### config.mk
export PLATFORM = sky130hd
export DESIGN_NAME = march_bist_controller
export DESIGN_NICKNAME = d
export VERILOG_FILES = /design/src/rtl/march_bist_controller.sv
export SDC_FILE = /design/constraint.sdc
export NUM_CORES = 1
export LEC_CHECK = 0
export ABC_AREA = 1
export CAP_MARGIN = 10
export CORE_ASPECT_RATIO = 0.75
export CORE_MARGIN = 1.5
export CORE_UTILIZATION = 42
export DETAILED_ROUTE_END_ITERATION = 10
export PLACE_DENSITY_LB_ADDON = 0.3
export SLEW_MARGIN = 20
export SYNTH_ARGS = -nofsm -noshare
export SYNTH_HDL_FRONTEND = slang
export SYNTH_SLANG_ARGS = --single-unit
### constraint.sdc
create_clock -name clk -period 2.2 [get_ports clk]
set_clock_uncertainty 0.15 [all_clocks]
set_input_delay 0.33 -clock clk [delete_from_list [all_inputs] [get_ports clk]]
set_output_delay 0.33 -clock clk [all_outputs]
set_load 0.02 [all_outputs]
### src/rtl/march_bist_controller.sv
// March C- sequencer for the memory BIST datapath. It steps an external
// up-counting address generator and derives descending addresses by
// inverting the count. It issues RAM reads and writes and checks read data
// against the expected background. It reports busy/done and keeps a sticky
// record of the first failure.
module march_bist_controller #(
   parameter int ARRAY_SIZE = 16,
   parameter int ADDR_WIDTH = $clog2(ARRAY_SIZE),
   parameter int DATA_WIDTH = 8
) (
   input  logic                  clk,
   input  logic                  rst,
   input  logic                  start,
   output logic                  busy,
   output logic                  done,
   output logic                  fail,
   output logic [ADDR_WIDTH-1:0] fail_addr,
   output logic [2:0]            fail_elem,
   output logic                  ag_rst,
   output logic                  ag_en,
   input  logic [ADDR_WIDTH-1:0] ag_addr,
   output logic [ADDR_WIDTH-1:0] mem_addr,
   output logic                  mem_we,
   output logic                  mem_re,
   output logic [DATA_WIDTH-1:0] mem_wdata,
   input  logic [DATA_WIDTH-1:0] mem_rdata
);

   typedef enum logic [1:0] {S_IDLE, S_RD, S_WR, S_DONE} state_t;

   localparam logic [ADDR_WIDTH-1:0] LAST_ADDR = ADDR_WIDTH'(ARRAY_SIZE - 1);

   state_t                state_q, state_d;
   logic [2:0]            elem_q, elem_d;
   logic                  done_q, done_d;
   logic                  fail_q, fail_d;
   logic [ADDR_WIDTH-1:0] fail_addr_q, fail_addr_d;
   logic [2:0]            fail_elem_q, fail_elem_d;

   logic                  down_elem;
   logic                  wr_ones;
   logic                  rd_ones;
   logic [ADDR_WIDTH-1:0] cur_addr;
   logic [DATA_WIDTH-1:0] rd_bg;

   // M3 and M4 walk downwards. M1 and M3 write ones. M2 and M4 expect ones back.
   assign down_elem = (elem_q == 3'd3) || (elem_q == 3'd4);
   assign wr_ones   = (elem_q == 3'd1) || (elem_q == 3'd3);
   assign rd_ones   = (elem_q == 3'd2) || (elem_q == 3'd4);
   assign cur_addr  = down_elem ? ~ag_addr : ag_addr;
   assign rd_bg     = rd_ones ? {DATA_WIDTH{1'b1}} : {DATA_WIDTH{1'b0}};

   assign done      = done_q;
   assign fail      = fail_q;
   assign fail_addr = fail_addr_q;
   assign fail_elem = fail_elem_q;

   // Next-state, status update and combinational RAM/address-generator controls
   always_comb begin
      state_d     = state_q;
      elem_d      = elem_q;
      done_d      = done_q;
      fail_d      = fail_q;
      fail_addr_d = fail_addr_q;
      fail_elem_d = fail_elem_q;
      busy        = 1'b0;
      ag_rst      = 1'b0;
      ag_en       = 1'b0;
      mem_addr    = '0;
      mem_we      = 1'b0;
      mem_re      = 1'b0;
      mem_wdata   = '0;
      unique case (state_q)
         S_IDLE: begin
            ag_rst = 1'b1;
            if (start) begin
               done_d      = 1'b0;
               fail_d      = 1'b0;
               fail_addr_d = '0;
               fail_elem_d = '0;
               elem_d      = 3'd0;
               state_d     = S_WR;
            end
         end
         S_RD: begin
            busy     = 1'b1;
            mem_re   = 1'b1;
            mem_addr = cur_addr;
            state_d  = S_WR;
         end
         S_WR: begin
            busy      = 1'b1;
            ag_en     = 1'b1;
            mem_addr  = cur_addr;
            mem_we    = (elem_q != 3'd5);
            mem_wdata = wr_ones ? {DATA_WIDTH{1'b1}} : {DATA_WIDTH{1'b0}};
            // Read data from the preceding RD lands exactly in this cycle
            if ((elem_q != 3'd0) && (mem_rdata != rd_bg)) begin
               fail_d = 1'b1;
               if (!fail_q) begin
                  fail_addr_d = cur_addr;
                  fail_elem_d = elem_q;
               end
            end
            // The generator wraps to 0 on its own after the last word
            if (ag_addr == LAST_ADDR) begin
               if (elem_q == 3'd5) begin
                  done_d  = 1'b1;
                  state_d = S_DONE;
               end else begin
                  elem_d  = elem_q + 3'd1;
                  state_d = S_RD;
               end
            end else if (elem_q != 3'd0) begin
               state_d = S_RD;
            end
         end
         S_DONE: begin
            ag_rst  = 1'b1;
            state_d = S_IDLE;
         end
         default: state_d = S_IDLE;
      endcase
   end

   // State and sticky status registers
   always_ff @(posedge clk) begin
      if (rst) begin
         state_q     <= S_IDLE;
         elem_q      <= '0;
         done_q      <= 1'b0;
         fail_q      <= 1'b0;
         fail_addr_q <= '0;
         fail_elem_q <= '0;
      end else begin
         state_q     <= state_d;
         elem_q      <= elem_d;
         done_q      <= done_d;
         fail_q      <= fail_d;
         fail_addr_q <= fail_addr_d;
         fail_elem_q <= fail_elem_d;
      end
   end

endmodule

# --- Word level (Yosys, flattened, before mapping) ---
# Cells that the tools add are included.
totals:
  elab_cells: 72
  register_bits: 14
  inputBits: 15
  output_inout_bits: 26
classes:
  reduce_logical: 14
  n_mux: 32
  n_addsub: 1
  eq_ne: 18
  bitwise: 1
ops:
  columns: ["operator", "n"]
  rows:
  - ["2-to-1 mux 8 bit", 3]
  - ["2-to-1 mux 4 bit", 5]
  - ["2-to-1 mux 3 bit", 5]
  - ["inequality test 2 bit, second input constant", 6]
  - ["case mux 3 bit (2 select lines)", 2]
  - ["AND reduction 4 bit", 3]
  - ["2-to-1 mux 1 bit", 9]
  - ["2-to-1 mux 2 bit", 4]
  - ["inequality test 8 bit", 1]
  - ["case mux 2 bit (4 select lines)", 1]
  - ["case mux 4 bit (2 select lines)", 1]
  - ["== test 3 x 2 -> 1 bit, second input constant", 2]
  - ["== test 3 bit, second input constant", 2]
  - ["inequality test 3 bit, second input constant", 2]
  - ["== test 2 bit, second input constant", 2]
  - ["== test 4 bit, second input constant", 1]
  - ["NOT 4 bit", 1]
  - ["case mux 1 bit (2 select lines)", 2]
  - ["OR reduction 2 bit", 2]
  - ["adder 3 x 1 -> 3 bit, second input constant", 1]
  - ["== test 3 x 1 -> 1 bit, second input constant", 1]
  - ["logical OR 1 bit", 3]
  - ["AND reduction 3 bit", 1]
  - ["nonzero test 3 bit", 1]
  - ["other kinds (5)", 5]

# --- Logic depth before layout (Yosys ltp) ---
# Gate-level depths: netlist of run 1.
depth:
  depth_word: 7
  ltp_mapped: 11

# --- Least setup slack after synthesis of run 1 ---
# Ideal clock, no wire load.
synth_timing:
  kind: "reg-to-output"
  from: "reg state_q[0]"
  to: "out mem_wdata[1]"
  path_slack_ns: 0.039
  path_buffers: 1
  stages_incl_launch_ff: 6
  t_arrival_ns: 1.681
  required_ns: 1.720
  path_cell_list: "dfxtp_1 inv_1 ha_1 inv_1 nor2_1 buf_4"
synth_between:
  elab_chain_cells: 2
synth_rtl:
  columns: ["item", "line", "source"]
  rows:
  - ["start: declaration", "33", "state_t state_q, state_d;"]
  - ["start signal: assignment", "136", "state_q <= state_d;"]
  - ["== test 2 bit", "73", "unique case (state_q)"]
  - ["2-to-1 mux 8 bit", "73", null]
  - ["end: declaration", "25", "output logic [DATA_WIDTH-1:0] mem_wdata,"]
# No other way between the ends.

# --- Worst setup path in the final report of run 1 ---
layout_timing:
  from: "reg elem_q[0]"
  to: "out mem_addr[2]"
layout_between:
  elab_chain_cells: 4
  elab_cells_between_ends: 5
  classes_between: "eq/ne (2); mux (2); reduce/logical (1)"
layout_rtl:
  columns: ["item", "line", "source"]
  rows:
  - ["start: declaration", "34", "logic [2:0] elem_q, elem_d;"]
  - ["start signal: assignment", "137", "elem_q <= elem_d;"]
  - ["== test 3 x 2 -> 1 bit / == test 3 bit (equally long branches)", "47", "assign down_elem = (elem_q == 3'd3) || (elem_q == 3'd4);"]
  - ["logical OR 1 bit (*)", "47", null]
  - ["2-to-1 mux 4 bit (*)", "50", "assign cur_addr = down_elem ? ~ag_addr : ag_addr;"]
  - ["2-to-1 mux 4 bit (*)", "73", null]
  - ["end: declaration", "22", "output logic [ADDR_WIDTH-1:0] mem_addr,"]
# Mark *: on every way between the ends. The rest lies on a longest branch, timed or not.

==> metrics, run 1 <==
Buf/Inv on CP 2; Slowest cell on crit path dfxtp_2; IO Pins 41; CP delay by family, top flip-flops; synth top area cells dfxtp_1, nor2_1, ha_1, nand2_1, inv_1; CTS Buf Count 3; CP peak stage delay 350 ps; Syn Std Cell Area 0.00100 mm^2; CTS clk-pin slew, worst paths 80 ps; commonest non-fill, non-tap cell in the layout nor2_1; Sw Pwr 1.05 mW; status finished, final reports clean; gr ovfl total 0; Arr. time, crit path 1670 ps; largest net degree at the start of global routing 16; WL/cell 11.1 um; first-pass GRT wire length 3.93 mm; hpwl dp 1.98 mm; Slew @ Worst Pin 489 ps; Total Nets Final 221; Hold WC Path Type reg2reg; CP endpoint mem_addr[2]; proportion of power drawn by the clock network 9.1%; Die Ht 45.3 um; register area share after synthesis 27.9%; most frequent cells in the layout nor2_1, nand2_1, clkdlybuf4s50_1; Max Clk Rate 0.466 GHz; Horiz. Die Dim 59.4 um; Reg area 283 um^2; sw frac 49.8%; post-synth top area cell dfxtp_1; R2R Setup Slk 250 ps; Post-Synthesis Cells 150; synth unique cells 24; area occupied by multi-input gates 653 um^2; RR Startpoint state_q[0]$_SDFFE_PP0P_; port buffer count 40; CTS tree yes; Initial DRC Count 36; RSZ-0062 raised after global routing yes; die area 0.00269 mm^2; drt pass-1 iters 4; Max rail drop VDD 818 uV; clk_lat worst skew 290 ps; syn avg cell area 6.69 um^2; crit path time final 2150 ps; Remaining DRCs 0; total routed wirelength 2.54 mm; Detail Route Antenna Nets 0; placed cell count 225; non-filler cells in the finished layout 230; antenna violations before repair 0; CTS Hold Bufs 0; Startpoint Class flip-flop; via count 1059; crit path cell chain ha_2 -> o21ai_4 -> xnor2_2 -> inv_1 -> nor2_1 -> buf_2; relative slew slack 67.4%; max-slew violation count 0; worst r2r dst elem_q[2]$_SDFFE_PP0P_; final hold violation count 0; Core Region 0.00227 mm^2; Final GP Congestion 0.811; Syn-to-layout area delta 53.1%; layout cells sized above 1 23.0%; final worst slack 54.5 ps; routed vias/inst 4.60; top cell type's share of synthesized area 27.9%; Reg power frac 19.1%; final setup fails 0; internal power 1.06 mW; root buf cell clkbuf_4; Setup WS pre-CTS -130 ps; Max-Cap Viols 0; Fillers 196; synth warn 0; final core occ 67.7%; CP Class reg2out; Max FO, Critical Path 4; crit path capture type output port; clock buffer depth 2; required time of the critical path 1720 ps; Power Dens Cells 1380 mW/mm^2; vias in the first global route 916; Seq cells post-synth 14; FF-to-FF path depth 9; initial core utilization 44.2%; Stages on worst setup path 6; H-tree Lvls 1; Critical Path Start elem_q[0]$_SDFFE_PP0P_; FP Rows 15; Logic pwr share 71.8%; GRT Util Overall 19.4%; final worst-path cycle share 97.5%; Sink Count 14; Leak 0.767 nW; syn nets 174; n_diodes 0
[layer usage]
metal	track usage [%]	part of all wire, %
met3	6.30	5.1
met4	7.73	1.1
met1	25.3	44
met2	29.9	49
met5	0	0
[power groups by stage]
stage               sequential [mW]  clock (mW)  combinational [mW]
global route                  0.416       0.205                1.67
global placement              0.399           0                1.51
CTS                           0.401       0.195                1.47
detailed placement            0.406           0                1.53
floorplan                     0.466           0               0.911
finish                        0.405       0.193                1.52
[metrics by stage]
step	power, mW	hold slack (ps)	TNS (ps)	instance area, um^2
6_report	2.11	339	0	1540
5_1_grt	2.29	362	-471	1540
2_1_floorplan	1.38	252	0	1000
3_3_place_gp	1.91	313	-297	1460
3_5_place_dp	1.94	326	-1290	1460
4_1_cts	2.06	339	0	1490
[timing repair]
action                                  in CTS  in global routing
endpoints found under the setup margin      15                 16
resized for setup                           34                 14
gates cloned                                 0                  0
pin swaps                                    0                  3
setup buffers                                0                  1
[sequential cells by signal (all words and copies together) (netlist names)]
register,cells
fail_addr,4
elem_q,3
fail_elem,3
state_q,2
done,1
fail,1
[cell families after synthesis]
logic type / share of synthesized area [%]
compound gates: 9.48
simple gates: 35.4
buf+inv: 12.5
flops: 27.9
xor+xnor: 3.49
fa+ha+maj: 11.2
[worst min-delay path by stage]
stage,slack (ps),to,depth (start not counted),from
2_1_floorplan,250,elem_q[2]$_SDFFE_PP0P_,1,rst
3_3_place_gp,310,done$_SDFFE_PP0P_,2,done$_SDFFE_PP0P_
3_5_place_dp,330,done$_SDFFE_PP0P_,2,done$_SDFFE_PP0P_
4_1_cts,340,fail_addr[2]$_SDFFE_PP0P_,2,fail_addr[2]$_SDFFE_PP0P_
5_1_grt,360,fail_addr[0]$_SDFFE_PP0P_,2,fail_addr[0]$_SDFFE_PP0P_
6_report,340,fail_addr[0]$_SDFFE_PP0P_,2,fail_addr[0]$_SDFFE_PP0P_
[cells in the mapped netlist (all sizes together)]
| cell type | instances |
|---|---|
| nor2 | 35 |
| nand2 | 32 |
| inv | 17 |
| dfxtp | 14 |
| a21oi | 10 |
| nand3 | 10 |
| ha | 9 |
| buf | 8 |
| o21ai | 4 |
| xnor2 | 4 |
| a211oi | 2 |
| nand4 | 2 |
| clkinv | 1 |
| nor3 | 1 |
| o22ai | 1 |
[area by class of cell]
cell class | instances | share of cell area (%)
well taps | 34 | 2.77
flip-flops and latches | 14 | 18.4
clock buffers | 4 | 2.36
repair buffers | 50 | 29.6
inverters | 18 | 4.40
multi-input cells | 110 | 42.5
[worst reg2reg max path: cells and delay by family, from the launching register on]
| family | cells | cell delay (ps) |
|---|---|---|
| buffers and inverters | 3 | 380 |
| DFF | 1 | 370 |
| adders and majority gates | 1 | 210 |
| and+or+nand+nor | 3 | 350 |
| AOI/OAI and AO/OA | 2 | 390 |
No activity file was read; power rests on OpenSTA's default activity.
==> run 2, diff against run 1 <==
--- a/config.mk
+++ b/config.mk
@@ -5,7 +5,6 @@
 export SDC_FILE = /design/constraint.sdc
 export NUM_CORES = 1
 export LEC_CHECK = 0
-export ABC_AREA = 1
 export CAP_MARGIN = 10
 export CORE_ASPECT_RATIO = 0.75
 export CORE_MARGIN = 1.5
==> metrics, run 2 <==
internal power 0.761 mW (was 1.06 mW); Detail Route Antenna Nets 0 (unchanged); crit path time final 2110 ps (was 2150 ps); status complete, but fails checks (was finished, final reports clean); top cell type's share of synthesized area 29.1% (was 27.9%); initial core utilization 46.2% (was 44.2%); routed vias/inst 5.18 (was 4.60); crit path cell chain inv_2 -> ha_2 -> mux2i_1 -> buf_4 -> xnor2_2 -> and2_1 -> buf_4 (was ha_2 -> o21ai_4 -> xnor2_2 -> inv_1 -> nor2_1 -> buf_2); die area 0.00259 mm^2 (was 0.00269 mm^2); max reg flops 4 (unchanged); synth unique cells 29 (was 24); Die Ht 44.5 um (was 45.3 um); synth top area cells dfxtp_1, ha_1, mux2i_1, nand2_1, buf_4 (was dfxtp_1, nor2_1, ha_1, nand2_1, inv_1); Final GP Congestion 0.784 (was 0.811); Seq cells post-synth 14 (unchanged); Logic pwr share 61.9% (was 71.8%); Sw Pwr 0.574 mW (was 1.05 mW); CTS clk-pin slew, worst paths 100 ps (was 80 ps); largest net degree at the start of global routing 12 (was 16); total routed wirelength 2.77 mm (was 2.54 mm); CTS tree yes (unchanged); IO Pins 41 (unchanged); clock buffer depth 2 (unchanged); CP peak stage delay 380 ps (was 350 ps); Syn Std Cell Area 962 um^2 (was 0.00100 mm^2); Reg power frac 23.7% (was 19.1%); hold path depth 2 (unchanged); via count 968 (was 1059); Max-Cap Viols 0 (unchanged); Max Clk Rate 0.473 GHz (was 0.466 GHz); number of synthesized flops with an enable pin 0 (unchanged); commonest non-fill, non-tap cell in the layout clkdlybuf4s50_1 (was nor2_1); Core Region 0.00208 mm^2 (was 0.00227 mm^2); RR Startpoint elem_q[0]$_SDFFE_PP0P_ (was state_q[0]$_SDFFE_PP0P_); relative slew slack 62.7% (was 67.4%); syn nets 139 (was 174); max-slew violation count 0 (unchanged); Power Dens Cells 914 mW/mm^2 (was 1380 mW/mm^2); worst r2r dst fail_addr[1]$_SDFFE_PP0P_ (was elem_q[2]$_SDFFE_PP0P_); hpwl dp 2.10 mm (was 1.98 mm); Arr. time, crit path 1630 ps (was 1670 ps); Horiz. Die Dim 58.3 um (was 59.4 um); Setup TNS Final 0 ps (unchanged); syn avg cell area 8.37 um^2 (was 6.69 um^2); fin area 0.00146 mm^2 (was 0.00154 mm^2); required time of the critical path 1720 ps (about the same); Sink Count 14 (unchanged); Slowest cell on crit path dfxtp_4 (was dfxtp_2); root buf cell clkbuf_4 (unchanged); Critical Path Start elem_q[0]$_SDFFE_PP0P_ (unchanged); post-synth top area cell dfxtp_1 (unchanged); register area share after synthesis 29.1% (was 27.9%); Fillers 175 (was 196); crit-path most repeated cell buf_4; post-CTS setup buffers 0 (unchanged); hold_ws 309 ps (was 339 ps); final setup fails 0 (unchanged); drt pass-1 iters 7 (was 4); Hold WC Path Type reg2reg (unchanged); Total Nets Final 188 (was 221); Startpoint Class flip-flop (unchanged); dpl cell area 0.00142 mm^2 (was 0.00146 mm^2); most frequent cells in the layout clkdlybuf4s50_1, buf_4, nand2_1 (was nor2_1, nand2_1, clkdlybuf4s50_1); synth cell count leaders nand2_1, dfxtp_1, mux2i_1 (was nor2_1, nand2_1, inv_1); first-pass GRT wire length 4.51 mm (was 3.93 mm); synth warn 0 (unchanged); FP Rows 14 (was 15); WL/cell 14.8 um (was 11.1 um); sw frac 43.0% (was 49.8%); final hold violation count 0 (unchanged); final worst-path cycle share 96.1% (was 97.5%); H-tree Lvls 1 (unchanged); crit path capture type output port (unchanged); Post-synth ARST share 0% (unchanged); port buffer count 40 (unchanged); GRT Util Overall 23.1% (was 19.4%); R2R Setup Slk 220 ps (was 250 ps); layout cells sized above 1 28.8% (was 23.0%); CP Class reg2out (unchanged); Remaining DRCs 3 (was 0); ys flop type dfxtp_1 (unchanged); Max rail drop VDD 660 uV (was 818 uV); Leak 0.650 nW (was 0.767 nW); antenna violations before repair 0 (unchanged); Syn-to-layout area delta 51.9% (was 53.1%); CTS Hold Bufs 0 (unchanged); proportion of power drawn by the clock network 14.5% (was 9.1%); Reg area 287 um^2 (was 283 um^2); violated checks DRC; gr ovfl total 0 (unchanged); vias in the first global route 946 (was 916); Max FO, Critical Path 4 (unchanged); leading cell type by number of instances after synthesis nand2_1 (was nor2_1); clk_lat worst skew 290 ps (about the same); CP endpoint mem_addr[2] (unchanged); Slew @ Worst Pin 558 ps (was 489 ps); Initial DRC Count 48 (was 36); CTS Buf Count 3 (unchanged); Post-Synthesis Cells 115 (was 150); n_diodes 0 (unchanged); area occupied by multi-input gates 617 um^2 (was 653 um^2); FF-to-FF path depth 8 (was 9)
[run 2: power groups by stage]
stage | clock (mW) | combinational (mW) | sequential [mW]
6_report | 0.193 | 0.826 | 0.316
3_3_place_gp | 0 | 0.829 | 0.316
2_1_floorplan | 0 | 0.468 | 0.326
4_1_cts | 0.199 | 0.777 | 0.314
5_1_grt | 0.215 | 0.886 | 0.320
3_5_place_dp | 0 | 0.844 | 0.319
[run 2: through the flow]
step,setup slack [ps],total power [mW],utilization [%],instances
after floorplan,134,0.795,-,115
after global placement,-56.0,1.14,68.3,183
after detailed placement,-136,1.16,68.3,183
after CTS,24.4,1.29,68.4,187
after global routing,-4.91,1.42,70.1,187
final,86.7,1.34,70.1,187
[run 2: cell families after synthesis]
logic type      synth area share (%)
xor+xnor                        3.64
compound gates                  9.23
flops                           29.1
mux                             11.4
buf+inv                         11.8
simple gates                    23.0
fa+ha+maj                       11.7
[run 2: worst min-delay path by stage]
stage / from / endpoint / slack (ps)
6_report: fail_elem[1]$_SDFFE_PP0P_ / fail_elem[1]$_SDFFE_PP0P_ / 310
5_1_grt: fail_elem[1]$_SDFFE_PP0P_ / fail_elem[1]$_SDFFE_PP0P_ / 330
4_1_cts: fail_elem[1]$_SDFFE_PP0P_ / fail_elem[1]$_SDFFE_PP0P_ / 310
3_5_place_dp: fail_elem[1]$_SDFFE_PP0P_ / fail_elem[1]$_SDFFE_PP0P_ / 300
3_3_place_gp: fail_elem[1]$_SDFFE_PP0P_ / fail_elem[1]$_SDFFE_PP0P_ / 290
2_1_floorplan: elem_q[1]$_SDFFE_PP0P_ / fail_elem[1]$_SDFFE_PP0P_ / 340
[run 2: metal layers]
| layer | vias to the layer above | global-route usage, % | routed length (um) |
|---|---|---|---|
| met4 | 0 | 2.79 | 0 |
| met5 | - | 0 | 0 |
| met2 | 31 | 40.4 | 1380 |
| li1 | 485 | - | - |
| met1 | 452 | 28.8 | 1220 |
| met3 | 0 | 7.02 | 167 |
[run 2: layout make-up]
cell class	count	area share [%]
multi-input cells	82	42.2
clock buffers	4	2.48
flip-flops and latches	14	19.6
inverters	8	2.05
well taps	24	2.05
repair buffers	55	31.6
[run 2: repair_timing]
item / CTS / global route
gates resized for setup: 29 / 34
setup endpoints to repair: 16 / 13
pin swaps: 0 / 5
[run 2: worst max-delay path: cells and delay by family, from the launching register on]
family | cells | cell delay (ps)
xor+xnor | 1 | 130
fa+ha+maj | 1 | 180
buf+inv | 3 | 380
flops | 1 | 380
mux | 1 | 140
simple gates | 1 | 150
